--- src/rtl/voting_pkg.sv ---
// Shared constants for the vote controller: FSM encodings, party indices,
// display one-hot patterns and the tally saturation limit.
package voting_pkg;

  // FSM state encodings, kept as plain constants for legacy compatibility
  localparam logic [1:0] ST_IDLE   = 2'd0;
  localparam logic [1:0] ST_ARMED  = 2'd1;
  localparam logic [1:0] ST_ACK    = 2'd2;
  localparam logic [1:0] ST_RESULT = 2'd3;

  // Party indices into press vectors, tally arrays and the fig vector
  localparam int unsigned PARTY_BJP   = 0;
  localparam int unsigned PARTY_CONG  = 1;
  localparam int unsigned PARTY_NOTA  = 2;
  localparam int unsigned NUM_PARTIES = 3;

  // One-hot display selects, bit position equals party index
  localparam logic [NUM_PARTIES-1:0] FIG_BJP  = 3'b001;
  localparam logic [NUM_PARTIES-1:0] FIG_CONG = 3'b010;
  localparam logic [NUM_PARTIES-1:0] FIG_NOTA = 3'b100;

  // Tally width and saturation limit
  localparam int unsigned COUNT_W   = 10;
  localparam logic [COUNT_W-1:0] TALLY_MAX = 10'd1023;

  typedef logic [COUNT_W-1:0] tally_t;

  // Increment that sticks at the saturation limit
  function automatic tally_t sat_inc(input tally_t v);
    return (v == TALLY_MAX) ? v : v + 1'b1;
  endfunction

  // Number of simultaneous party press events (0..3)
  function automatic logic [1:0] count_presses(input logic [NUM_PARTIES-1:0] p);
    return {1'b0, p[0]} + {1'b0, p[1]} + {1'b0, p[2]};
  endfunction

endpackage

--- src/rtl/vote_controller_display_sequencer.sv ---
// Result-mode display sequencer: rotates a one-hot party select
// BJP -> CONG -> NOTA -> BJP on a manual advance or, when auto mode is on,
// after the dwell counter has covered DWELL_CYCLES cycles.
module display_sequencer
  import voting_pkg::*;
#(
  parameter int unsigned DWELL_CYCLES = 100_000_000
) (
  input  logic                   clk,
  input  logic                   reset,
  input  logic                   en_i,
  input  logic                   next_i,
  input  logic                   auto_i,
  output logic [NUM_PARTIES-1:0] fig_o
);

  localparam int unsigned DW_W = (DWELL_CYCLES > 1) ? $clog2(DWELL_CYCLES) : 1;
  localparam logic [DW_W-1:0] DWELL_LAST = DW_W'(DWELL_CYCLES - 1);

  logic [NUM_PARTIES-1:0] sel_q, sel_d;
  logic [DW_W-1:0]        dwell_q, dwell_d;
  logic                   advance;

  // Next rotation/dwell values; disabled sequencer parks on BJP with dwell cleared
  always_comb begin
    sel_d   = sel_q;
    dwell_d = dwell_q;
    advance = 1'b0;
    if (!en_i) begin
      sel_d   = FIG_BJP;
      dwell_d = '0;
    end else begin
      advance = next_i | (auto_i & (dwell_q == DWELL_LAST));
      if (advance) begin
        sel_d   = {sel_q[NUM_PARTIES-2:0], sel_q[NUM_PARTIES-1]};
        dwell_d = '0;
      end else if (auto_i) begin
        dwell_d = dwell_q + 1'b1;
      end else begin
        dwell_d = '0;
      end
    end
  end

  // Rotation and dwell registers
  always_ff @(posedge clk or posedge reset) begin
    if (reset) begin
      sel_q   <= FIG_BJP;
      dwell_q <= '0;
    end else begin
      sel_q   <= sel_d;
      dwell_q <= dwell_d;
    end
  end

  assign fig_o = en_i ? sel_q : '0;

endmodule

--- src/rtl/vote_controller.sv ---
// Electronic voting controller: officer-armed single ballots, per-party
// saturating tallies, multi-press rejection and a result display mode.
module vote_controller
  import voting_pkg::*;
#(
  parameter int unsigned DWELL_CYCLES = 100_000_000,
  parameter int unsigned ACK_CYCLES   = 50_000_000
) (
  input  logic               clk,
  input  logic               reset,
  input  logic               mode,
  input  logic               ballot_en,
  input  logic               btn_bjp,
  input  logic               btn_cong,
  input  logic               btn_nota,
  input  logic               btn_next,
  input  logic               auto_cycle,
  output logic [COUNT_W-1:0] bjp_count,
  output logic [COUNT_W-1:0] cong_count,
  output logic [COUNT_W-1:0] nota_count,
  output logic               bjp_fig,
  output logic               cong_fig,
  output logic               nota_fig,
  output logic               ready_led,
  output logic               voted_led,
  output logic               error_led
);

  localparam int unsigned ACK_W = (ACK_CYCLES > 1) ? $clog2(ACK_CYCLES) : 1;
  localparam logic [ACK_W-1:0] ACK_LAST = ACK_W'(ACK_CYCLES - 1);

  logic [1:0]             state_q, state_d;
  logic [ACK_W-1:0]       ack_q, ack_d;
  logic                   error_q, error_d;
  tally_t                 tally_q [NUM_PARTIES];
  tally_t                 tally_d [NUM_PARTIES];

  logic                   ballot_prev_q, next_prev_q;
  logic [NUM_PARTIES-1:0] press_prev_q;
  logic [NUM_PARTIES-1:0] press_raw, press_edge;
  logic                   ballot_edge, next_edge;
  logic [1:0]             n_press;
  logic                   in_result;
  logic [NUM_PARTIES-1:0] fig;

  // Gather party buttons into an index-ordered vector
  always_comb begin
    press_raw             = '0;
    press_raw[PARTY_BJP]  = btn_bjp;
    press_raw[PARTY_CONG] = btn_cong;
    press_raw[PARTY_NOTA] = btn_nota;
  end

  // Previous-value registers for rising-edge detection
  always_ff @(posedge clk or posedge reset) begin
    if (reset) begin
      ballot_prev_q <= 1'b0;
      next_prev_q   <= 1'b0;
      press_prev_q  <= '0;
    end else begin
      ballot_prev_q <= ballot_en;
      next_prev_q   <= btn_next;
      press_prev_q  <= press_raw;
    end
  end

  assign ballot_edge = ballot_en & ~ballot_prev_q;
  assign next_edge   = btn_next & ~next_prev_q;
  assign press_edge  = press_raw & ~press_prev_q;
  assign n_press     = count_presses(press_edge);

  // Ballot FSM next-state, ACK timer, error flag and tally updates
  always_comb begin
    state_d = state_q;
    ack_d   = ack_q;
    error_d = error_q;
    for (int unsigned i = 0; i < NUM_PARTIES; i++) begin
      tally_d[i] = tally_q[i];
    end
    case (state_q)
      ST_IDLE: begin
        ack_d = '0;
        if (ballot_edge) begin
          state_d = mode ? ST_RESULT : ST_ARMED;
        end
      end
      ST_ARMED: begin
        ack_d = '0;
        if (mode) begin
          // switching to results forfeits the armed ballot
          state_d = ST_RESULT;
          error_d = 1'b0;
        end else if (n_press == 2'd1) begin
          state_d = ST_ACK;
          error_d = 1'b0;
          for (int unsigned i = 0; i < NUM_PARTIES; i++) begin
            if (press_edge[i]) begin
              tally_d[i] = sat_inc(tally_q[i]);
            end
          end
        end else if (n_press > 2'd1) begin
          error_d = 1'b1;
        end
      end
      ST_ACK: begin
        if (ack_q == ACK_LAST) begin
          state_d = ST_IDLE;
          ack_d   = '0;
        end else begin
          ack_d = ack_q + 1'b1;
        end
      end
      ST_RESULT: begin
        ack_d = '0;
        if (!mode) begin
          state_d = ST_IDLE;
        end
      end
      default: begin
        state_d = ST_IDLE;
        ack_d   = '0;
        error_d = 1'b0;
      end
    endcase
  end

  // FSM, timer, error and tally registers
  always_ff @(posedge clk or posedge reset) begin
    if (reset) begin
      state_q <= ST_IDLE;
      ack_q   <= '0;
      error_q <= 1'b0;
      for (int unsigned i = 0; i < NUM_PARTIES; i++) begin
        tally_q[i] <= '0;
      end
    end else begin
      state_q <= state_d;
      ack_q   <= ack_d;
      error_q <= error_d;
      for (int unsigned i = 0; i < NUM_PARTIES; i++) begin
        tally_q[i] <= tally_d[i];
      end
    end
  end

  assign in_result = (state_q == ST_RESULT);

  display_sequencer #(
    .DWELL_CYCLES(DWELL_CYCLES)
  ) u_display_sequencer (
    .clk   (clk),
    .reset (reset),
    .en_i  (in_result),
    .next_i(next_edge),
    .auto_i(auto_cycle),
    .fig_o (fig)
  );

  assign bjp_fig    = fig[PARTY_BJP];
  assign cong_fig   = fig[PARTY_CONG];
  assign nota_fig   = fig[PARTY_NOTA];
  assign bjp_count  = tally_q[PARTY_BJP];
  assign cong_count = tally_q[PARTY_CONG];
  assign nota_count = tally_q[PARTY_NOTA];
  assign ready_led  = (state_q == ST_ARMED);
  assign voted_led  = (state_q == ST_ACK);
  assign error_led  = error_q;

endmodule

--- config.mk ---
export PLATFORM = sky130hd
export DESIGN_NAME = vote_controller
export DESIGN_NICKNAME = d
export VERILOG_FILES = /design/src/rtl/voting_pkg.sv /design/src/rtl/vote_controller_display_sequencer.sv /design/src/rtl/vote_controller.sv
export SDC_FILE = /design/constraint.sdc
export NUM_CORES = 1
export LEC_CHECK = 0
export ABC_AREA = 1
export BUFFER_PORTS_ARGS = -buffer_cell sky130_fd_sc_hd__buf_2
export CELL_PAD_IN_SITES_DETAIL_PLACEMENT = 0
export CELL_PAD_IN_SITES_GLOBAL_PLACEMENT = 2
export CORE_ASPECT_RATIO = 1.1
export CORE_MARGIN = 4
export CORE_UTILIZATION = 34
export CTS_CLUSTER_DIAMETER = 50
export DETAILED_ROUTE_END_ITERATION = 16
export HOLD_SLACK_MARGIN = 0.06
export PLACE_DENSITY = 0.76
export RECOVER_POWER = 100
export SKIP_LAST_GASP = 1
export SLEW_MARGIN = 20
export SYNTH_ARGS = -nofsm -noshare
export SYNTH_HDL_FRONTEND = slang
export SYNTH_HIERARCHICAL = 1
export SYNTH_SLANG_ARGS = --single-unit
--- constraint.sdc ---
create_clock -name clk -period 2.6 [get_ports clk]
set_input_delay 0.52 -clock clk [delete_from_list [all_inputs] [get_ports clk]]
set_output_delay 0.52 -clock clk [all_outputs]
set_load 0.01 [all_outputs]
==> impl_metrics.ini, run 1 <==
[critical_path]
critPathLaunchType = input port
cp_cell_sequence = buf_2 > inv_1 > nor2_1 > fa_1 > nand2_1 > nor2_4 > nand2_1 > nor2_1 > o21ai_0
critical_path_buf_inv_count = 2
arrival_ps = 2280
slowest_stage = fa_1
path_class = input port to flip-flop
cp_top_family = simple AND/OR/NAND/NOR gates
worstSetupEndpointType = flip-flop
path_max_fanout = 10
slowest_delay_ps = 530
worstPathRequired_ps = 2790

[sta]
setup_ws_ps = 514
worst_slew_pin_slew_ps = 1700
slew_headroom = -0.131
period_needed_ps = 2090
report.final.slew_viol_count = 31
finalHoldViolCount = 0
min_period_over_period = 0.802
setup_viol = 0
rsz0062_at_grt = false
fmax_mhz = 479
fin_setup_tns_ps = 0
worst_clock_skew_ps = 7.44

[power]
p_sw_frac = 0.308
p_seq_frac = 0.453
clkPwrFrac = 0.372
p_leak_nw = 2.68
switchingPower_w = 0.00117
worst_ir_drop_vdd_mv = 0.356
power_frac_comb = 0.175
p_per_area_nw_per_um2 = 631
p_total_w = 0.00381
p_int_w = 0.00264

[yosys]
syn_area_um2 = 5470
ys_seq_area_frac = 0.430
yosysWarnings = 6
netlist_instances = 722
avgSynthCellArea_um2 = 7.58
ys_types = 32
syn_nets = 738
ys_ff_latch = 94

[final_layout]
syn2layout_area_growth_pct = 10.4
nets = 788
num_antenna_cells = 0
design_area_um2 = 6040
final_common_cell = nand2_1
fill_cells = 1709
final_util = 0.384
layout.cells.most_common_list = 211 x nand2_1, 135 x nor2_1, 93 x dfrtp_1, 88 x inv_1, 39 x clkbuf_1
drive_gt1_frac = 0.0721

[job]
cap_violations = 1

[clocking]
cts_sinks = 94
cts_tree = yes
htreeDepth = 3
clock_latency_ps = 340
cts_buffer_depth = 2
cts_root_buf = clkbuf_16
postCtsSetupBuffers = 0
clk_pin_slew_ps = 60
cts_buffers = 9
postCtsResizedCells = 0
cts-hold-fix-buffers = 0

[floorplanning]
initial_core_util = 0.348
die_w_um = 129
rows = 48
core_um2 = 15700
ios = 45
dieHeight_um = 141
dieArea_um2 = 18200

[grt]
grt_pass1_wl_um = 21600
grt_pass1_vias = 4415
grt_overflow = 0
grt_start_max_net_pins = 36
grt_antenna_before_repair = 0
track_usage = 0.146

[detailed_routing]
route.met2.wl_um = 5760
routed_wl_um = 12500
via_per_inst = 4.59
met3_length_um = 466
vias = 4483
routed.top_layer = met4
ant_nets = 0
drtPass1Iterations = 5
drt_iter0_markers = 260
met1_length_um = 6110
wl_per_cell_um = 12.8
drc = 0

[outcome]
outcome = finished, violations left
failed_checks = max-capacitance violations, max-slew violations

[placed_design]
dpl_cell_area_um2 = 5890
gp_congestion = 0.813
portBuffers = 44
place_worst_setup_slack_ps = 263
dp_hpwl_um = 9360

[min_path]
hold_path_class = input port to flip-flop
[per-stage QoR]
stage               hold WS (ps)  std cells
floorplan                    430        722
global placement             463        961
detailed placement           475        961
CTS                          276        977
global route                 278        977
finish                       291        977
[cells in the mapped netlist, drive strengths merged]
library cell	n	area [um^2]
nand2	218	848
nor2	152	706
dfrtp	93	2330
inv	91	342
nand3	37	213
nor3	29	175
xnor2	24	210
xor2	20	175
o21ai	16	91.3
a21oi	13	80.1
nand4	10	62.6
buf	7	80.1
ha	6	75.1
a31oi	2	12.5
dfstp	1	26.3
fa	1	20.0
nand3b	1	20.0
nor4	1	6.26
[metal layers]
layer  global-route usage  vias to the layer above
met2                0.231                       70
li1                     -                     2324
met1                0.204                     2077
met4               0.0525                        0
met5                    0                        -
met3               0.0216                       12
[path summary, 6_finish.rpt]
kind                                                start                               to  slack, ps  cells after the start
setup / recovery                                  btn_bjp                    nota_count[2]        510                      9
hold / removal                                   btn_nota                  press_prev_q[2]        290                      1
setup reg to reg                          press_prev_q[0]                    nota_count[2]        510                      7
hold reg to reg            u_display_sequencer/dwell_q[0]   u_display_sequencer/dwell_q[0]        480                      1
max in group asynchronous                           reset  u_display_sequencer/dwell_q[24]        830                      3
min in group asynchronous                           reset                    cong_count[8]        600                      2
[cell type report]
cell class                 instances  area [um^2]  share of cell area
sequential                        94         2350               0.390
timing repair buffer              46          198              0.0327
clock inverter                     2         37.5             0.00622
multi-input combinational        530         2570               0.426
tap                              200          250              0.0414
inverter                          91          342              0.0566
clock buffer                      14          284              0.0470
[power by group through the flow]
stage / Combinational (W) / Sequential (W) / Clock, W
after detailed placement: 0.000740 / 0.00176 / 0
final: 0.000669 / 0.00173 / 0.00142
after floorplan: 0.000515 / 0.00176 / 0
after CTS: 0.000744 / 0.00173 / 0.00147
after global placement: 0.000731 / 0.00175 / 0
after global routing: 0.000765 / 0.00174 / 0.00152
[state kept, by name (all words and copies together), names as in the netlist, 2 cells and up]
| name | cells |
|---|---|
| u_display_sequencer/dwell_q | 27 |
| ack_q | 26 |
| bjp_count | 10 |
| cong_count | 10 |
| nota_count | 10 |
| press_prev_q | 3 |
| u_display_sequencer/sel_q | 3 |
| state_q | 2 |
[cell families after synthesis]
family / synth area share
simple gates: 0.371
compound gates: 0.0336
buf+inv: 0.0771
xor+xnor: 0.0704
flops: 0.430
fa+ha+maj: 0.0174
Power figures use the tool's default switching activity.
==> inputs of run 2 (changes only) <==
ABC_AREA = 0   (was 1)
PLACE_DENSITY = 0.7   (was 0.76)
clock period = 2 ns   (was 2.6 ns; I/O delays follow)
==> impl_metrics.ini, run 2 <==
[yosys]
avgSynthCellArea_um2 = 10.2
netlist_instances = 478
ys_types = 61
synth_top_area_frac = 0.476
yosysWarnings = 6
netlist_top_cells_count = 93 x dfrtp_1, 33 x xor2_1, 32 x nand3_1, 31 x nor2_1, 28 x a21oi_1
synthTopCellsByArea = dfrtp_1 48%, xor2_1 5.9%, nand3_1 3.3%
synthArstFlopShare = 1.00
syn_nets = 494
ys_seq_area_frac = 0.481
post-synth-top-count-cell = dfrtp_1
syn_area_um2 = 4890
synth-edff-count = 0
ys.flop_type = dfrtp_1
synth_largest_area_cell = dfrtp_1
ys_ff_latch = 94

[critical_path]
cp.depth = 8
worstSetupEndpointType = flip-flop
arrival_ps = 2360
slowest_delay_ps = 560
critical_path_buf_inv_count = 2
reg2reg_slack_ps = -90
cp_top_family = simple AND/OR/NAND/NOR gates
slowest_stage = fa_1
cp_cell_sequence = nor2b_4 > fa_1 > nor3b_4 > buf_4 > nand3_4 > buf_6 > nor3_2 > xor2_1
path_max_fanout = 6
reg2reg_depth = 8
path_class = flip-flop to flip-flop
worstReg2RegEnd = cong_count[6]
worstPathRequired_ps = 2270
cp-startpoint = press_prev_q[2]
setup.worst_path.end = cong_count[6]
r2r-start = press_prev_q[2]
critPathLaunchType = flip-flop

[placed_design]
dp.cells = 733
dpl_cell_area_um2 = 5650
place_worst_setup_slack_ps = -348
gp_congestion = 0.803
portBuffers = 44
dp_hpwl_um = 8090

[grt]
track_usage = 0.152
grt_start_max_net_pins = 65
grt_pass1_wl_um = 20100
grt_pass1_vias = 4020
grt_antenna_before_repair = 0
grt_overflow = 0

[floorplanning]
initial_core_util = 0.350
rows = 45
dieHeight_um = 134
die_w_um = 122
dieArea_um2 = 16400
core_um2 = 14000
ios = 45

[clocking]
htreeDepth = 3
clock_latency_ps = 350
cts_buffer_depth = 2
cts-hold-fix-buffers = 0
cts_buffers = 9
cts_sinks = 94
cts_root_buf = clkbuf_16
cts_tree = yes
clk_pin_slew_ps = 60

[power]
power_frac_comb = 0.157
clkPwrFrac = 0.393
p_int_w = 0.00346
switchingPower_w = 0.00133
worst_ir_drop_vdd_mv = 0.415
p_per_area_nw_per_um2 = 777
p_leak_nw = 2.58
p_seq_frac = 0.451
p_sw_frac = 0.277

[detailed_routing]
vias = 3973
via_per_inst = 5.28
drtPass1Iterations = 4
wl_per_cell_um = 15.6
drc = 0
drt_iter0_markers = 144
routed_wl_um = 11700
ant_nets = 0

[min_path]
hold_path_class = input port to flip-flop

[sta]
hold-worst-slack_ps = 171
rsz0062_at_grt = true
setup_viol = 34
report.final.slew_viol_count = 96
finalHoldViolCount = 0
worst_slew_pin_slew_ps = 1670
fmax_mhz = 478
setup_ws_ps = -93.2
min_period_over_period = 1.05
period_needed_ps = 2090
worst_clock_skew_ps = 5.69
slew_headroom = -0.117

[final_layout]
layout.cells.most_common_list = 93 x dfrtp_1, 36 x clkbuf_1, 33 x xor2_1, 31 x buf_4, 30 x nand3_1
drive_gt1_frac = 0.241
syn2layout_area_growth_pct = 26.0
fill_cells = 1440
design_area_um2 = 6160
final_common_cell = dfrtp_1
top_register = u_display_sequencer/dwell_q
nets = 576
largest_register_ffs = 27
num_antenna_cells = 0
reg_top3 = u_display_sequencer/dwell_q x27, ack_q x26
stdcell_count = 753

[outcome]
failed_checks = max-capacitance violations, max-slew violations, negative setup slack
outcome = finished, violations left

[job]
cap_violations = 2
run 2: metrics by stage:
| stage | power (W) | setup TNS (ps) | util |
|---|---|---|---|
| floorplan | 0.00266 | -1180 | - |
| global route | 0.00504 | -6860 | 0.441 |
| detailed placement | 0.00295 | -7550 | 0.405 |
| CTS | 0.00489 | -789 | 0.436 |
| finish | 0.00479 | -1290 | 0.441 |
| global placement | 0.00294 | -6870 | 0.405 |
run 2: area by class of cell:
type	count	area, um^2	share of cell area
Multi-Input combinational cell	352	2650	0.429
Sequential cell	94	2350	0.382
Timing Repair Buffer	88	548	0.0889
Clock buffer	11	243	0.0394
Tap cell	188	235	0.0382
Clock inverter	5	81.3	0.0132
Inverter	15	56.3	0.00913
run 2: logic make-up (layout without fill, tap and decap cells):
family                     Yosys count  count (layout)  synth area share
and+or+nand+nor                    224             225             0.278
DFF                                 94              94             0.481
AOI/OAI and AO/OA                   67              67            0.0870
xor gates and xnor gates            44              44            0.0788
buffers and inverters               33             119            0.0353
muxes                                9               9            0.0205
adders and majority gates            7               7            0.0194
run 2: repair_timing:
action	in CTS	in global routing
cloned	2	1
endpoints found under the setup margin	26	50
gates resized for setup	16	40
pin swaps	6	13
buffers inserted	2	0
run 2: how the worst min path moves through the flow:
stage,from,endpoint,slack (ps),depth (start not counted)
2_1_floorplan,u_display_sequencer/dwell_q[0],u_display_sequencer/dwell_q[0],420,1
3_3_place_gp,u_display_sequencer/dwell_q[0],u_display_sequencer/dwell_q[0],440,1
3_5_place_dp,u_display_sequencer/dwell_q[0],u_display_sequencer/dwell_q[0],450,1
4_1_cts,reset,nota_count[6],140,3
5_1_grt,btn_bjp,press_prev_q[0],160,1
6_report,btn_cong,press_prev_q[1],170,1
run 2: power groups by stage:
stage,combinational [W],sequential (W),clock (W)
3_3_place_gp,0.000754,0.00219,0
3_5_place_dp,0.000763,0.00219,0
6_report,0.000751,0.00216,0.00188
2_1_floorplan,0.000481,0.00218,0
4_1_cts,0.000798,0.00216,0.00194
5_1_grt,0.000845,0.00218,0.00202
run 2: routing by layer:
metal  share of wire  vias to the layer above  track usage
met5               0                        -            0
met4           0.019                        0       0.0579
met3           0.026                       17       0.0266
met2            0.50                       57        0.253
met1            0.45                     1985        0.195
li1                -                     1914            -
==> inputs of run 3 (changes only) <==
CORE_MARGIN = 2   (was 4)
==> impl_metrics.ini, run 3 (synthesized netlist as in run 2, its figures left out) <==
[clocking]
clk_pin_slew_ps = 60
cts_sinks = 94
cts_root_buf = clkbuf_16
cts_buffers = 9
clock_latency_ps = 340
cts_tree = yes
htreeDepth = 3
cts_buffer_depth = 2

[sta]
setup_ws_ps = -92.3
worst_clock_skew_ps = 9.72
period_needed_ps = 2090
report.final.slew_viol_count = 96
min_period_over_period = 1.05
slew_headroom = -0.103
setup_viol = 20
worst_slew_pin_slew_ps = 1650
fmax_mhz = 478
rsz0062_at_grt = true
finalHoldViolCount = 0

[grt]
grt_pass1_wl_um = 19400
track_usage = 0.156
grt_start_max_net_pins = 65
grt_pass1_vias = 3883
grt_overflow = 0
grt_antenna_before_repair = 0

[min_path]
hold_path_class = input port to flip-flop

[power]
p_per_area_nw_per_um2 = 727
p_seq_frac = 0.477
p_int_w = 0.00319
clkPwrFrac = 0.350
worst_ir_drop_vdd_mv = 0.405
p_leak_nw = 2.54
p_sw_frac = 0.290
switchingPower_w = 0.00130
p_total_w = 0.00449
power_frac_comb = 0.173

[placed_design]
portBuffers = 44
dpl_cell_area_um2 = 5620
dp_hpwl_um = 7740
gp_congestion = 0.772

[job]
cap_violations = 2

[final_layout]
nets = 574
num_antenna_cells = 0
drive_gt1_frac = 0.224
reg_top3 = u_display_sequencer/dwell_q x27, ack_q x26
layout.cells.most_common_list = 93 x dfrtp_1, 41 x clkbuf_1, 33 x xor2_1, 30 x buf_4, 29 x nand3_1
largest_register_ffs = 27
syn2layout_area_growth_pct = 26.3
final_common_cell = dfrtp_1
design_area_um2 = 6180
top_register = u_display_sequencer/dwell_q

[detailed_routing]
routed_wl_um = 11300
wl_per_cell_um = 15.1
via_per_inst = 5.20
drc = 0
ant_nets = 0
vias = 3907
drtPass1Iterations = 4
drt_iter0_markers = 240

[critical_path]
critPathLaunchType = flip-flop
path_class = flip-flop to flip-flop
arrival_ps = 2320
worstPathRequired_ps = 2230
path_max_fanout = 5
worstSetupEndpointType = flip-flop

[floorplanning]
core_um2 = 13900
rows = 45
dieHeight_um = 130
dieArea_um2 = 15400
die_w_um = 118
ios = 45
initial_core_util = 0.352

[outcome]
outcome = finished, violations left
failed_checks = max-capacitance violations, max-slew violations, negative setup slack
## run 3: cell types whose count changed in the layout (fill, tap and decap cells not counted), moves of 5 or more
cell / previous run / this run
a21oi_2: 7 / 1
nor3_2: 7 / 1
nor3_4: 3 / 9
clkbuf_1: 36 / 41
nor2_1: 22 / 28
a21oi_1: 21 / 27
## run 3: metal layers
layer  global-route usage  vias to the layer above  part of all wire  wire (um)
li1                     -                     1914                 -          -
met3               0.0236                       12             0.021        234
met5                    0                        -                 0          0
met4               0.0679                        0             0.019        220
met1                0.202                     1940              0.45       5160
met2                0.261                       41              0.50       5730
## run 3: stage by stage
| stage | setup TNS (ps) | hold slack [ps] | cells | util | worst slack [ps] |
|---|---|---|---|---|---|
| final | -811 | 189 | 751 | 0.444 | -92.3 |
| after global routing | -4190 | 181 | 751 | 0.444 | -188 |
| after CTS | -1650 | 136 | 750 | 0.438 | -91.5 |
| after detailed placement | -8570 | 456 | 730 | 0.404 | -348 |
| after global placement | -7590 | 453 | 730 | 0.404 | -328 |
| after floorplan | -1180 | 422 | 478 | - | -146 |
## run 3: final timing paths
path | startpoint | endpoint | slack (ps) | depth (start not counted)
worst max-delay path | press_prev_q[2] | nota_count[1] | -90 | 7
worst min-delay path | btn_cong | press_prev_q[1] | 190 | 1
worst max register to register | press_prev_q[2] | nota_count[1] | -90 | 7
worst min register to register | u_display_sequencer/dwell_q[0] | u_display_sequencer/dwell_q[0] | 460 | 1
max in group asynchronous | reset | ack_q[20] | 400 | 3
min in group asynchronous | reset | nota_count[6] | 610 | 3
## run 3: area by class of cell
class | count | area (um^2)
inverter | 15 | 56.3
multi-input combinational | 352 | 2730
clock buffer | 12 | 236
fill | 1403 | 7730
tap | 188 | 235
clock inverter | 4 | 25.0
sequential | 94 | 2350
timing repair buffer | 86 | 539
## run 3: power by group through the flow
stage,Sequential (W),Clock (W),Combinational (W)
4_1_cts,0.00214,0.00163,0.000816
6_report,0.00214,0.00157,0.000778
2_1_floorplan,0.00218,0,0.000481
5_1_grt,0.00217,0.00171,0.000863
3_5_place_dp,0.00218,0,0.000766
3_3_place_gp,0.00217,0,0.000756
## run 3: critical path, cell delays in order, from the launching register on
cell	delay [ps]
dfrtp_1	370
nor2b_4	50
fa_1	560
nor3b_4	280
buf_6	160
nand3_4	120
nor2_4	130
mux2_4	300
## run 3: what timing repair did
action,CTS,global route
buffers inserted,2,2
hold buffers,0,0
gates cloned,2,0
setup endpoints to repair,30,65
pin swaps,17,13
endpoints found under the hold margin,0,0
gates resized for setup,27,32
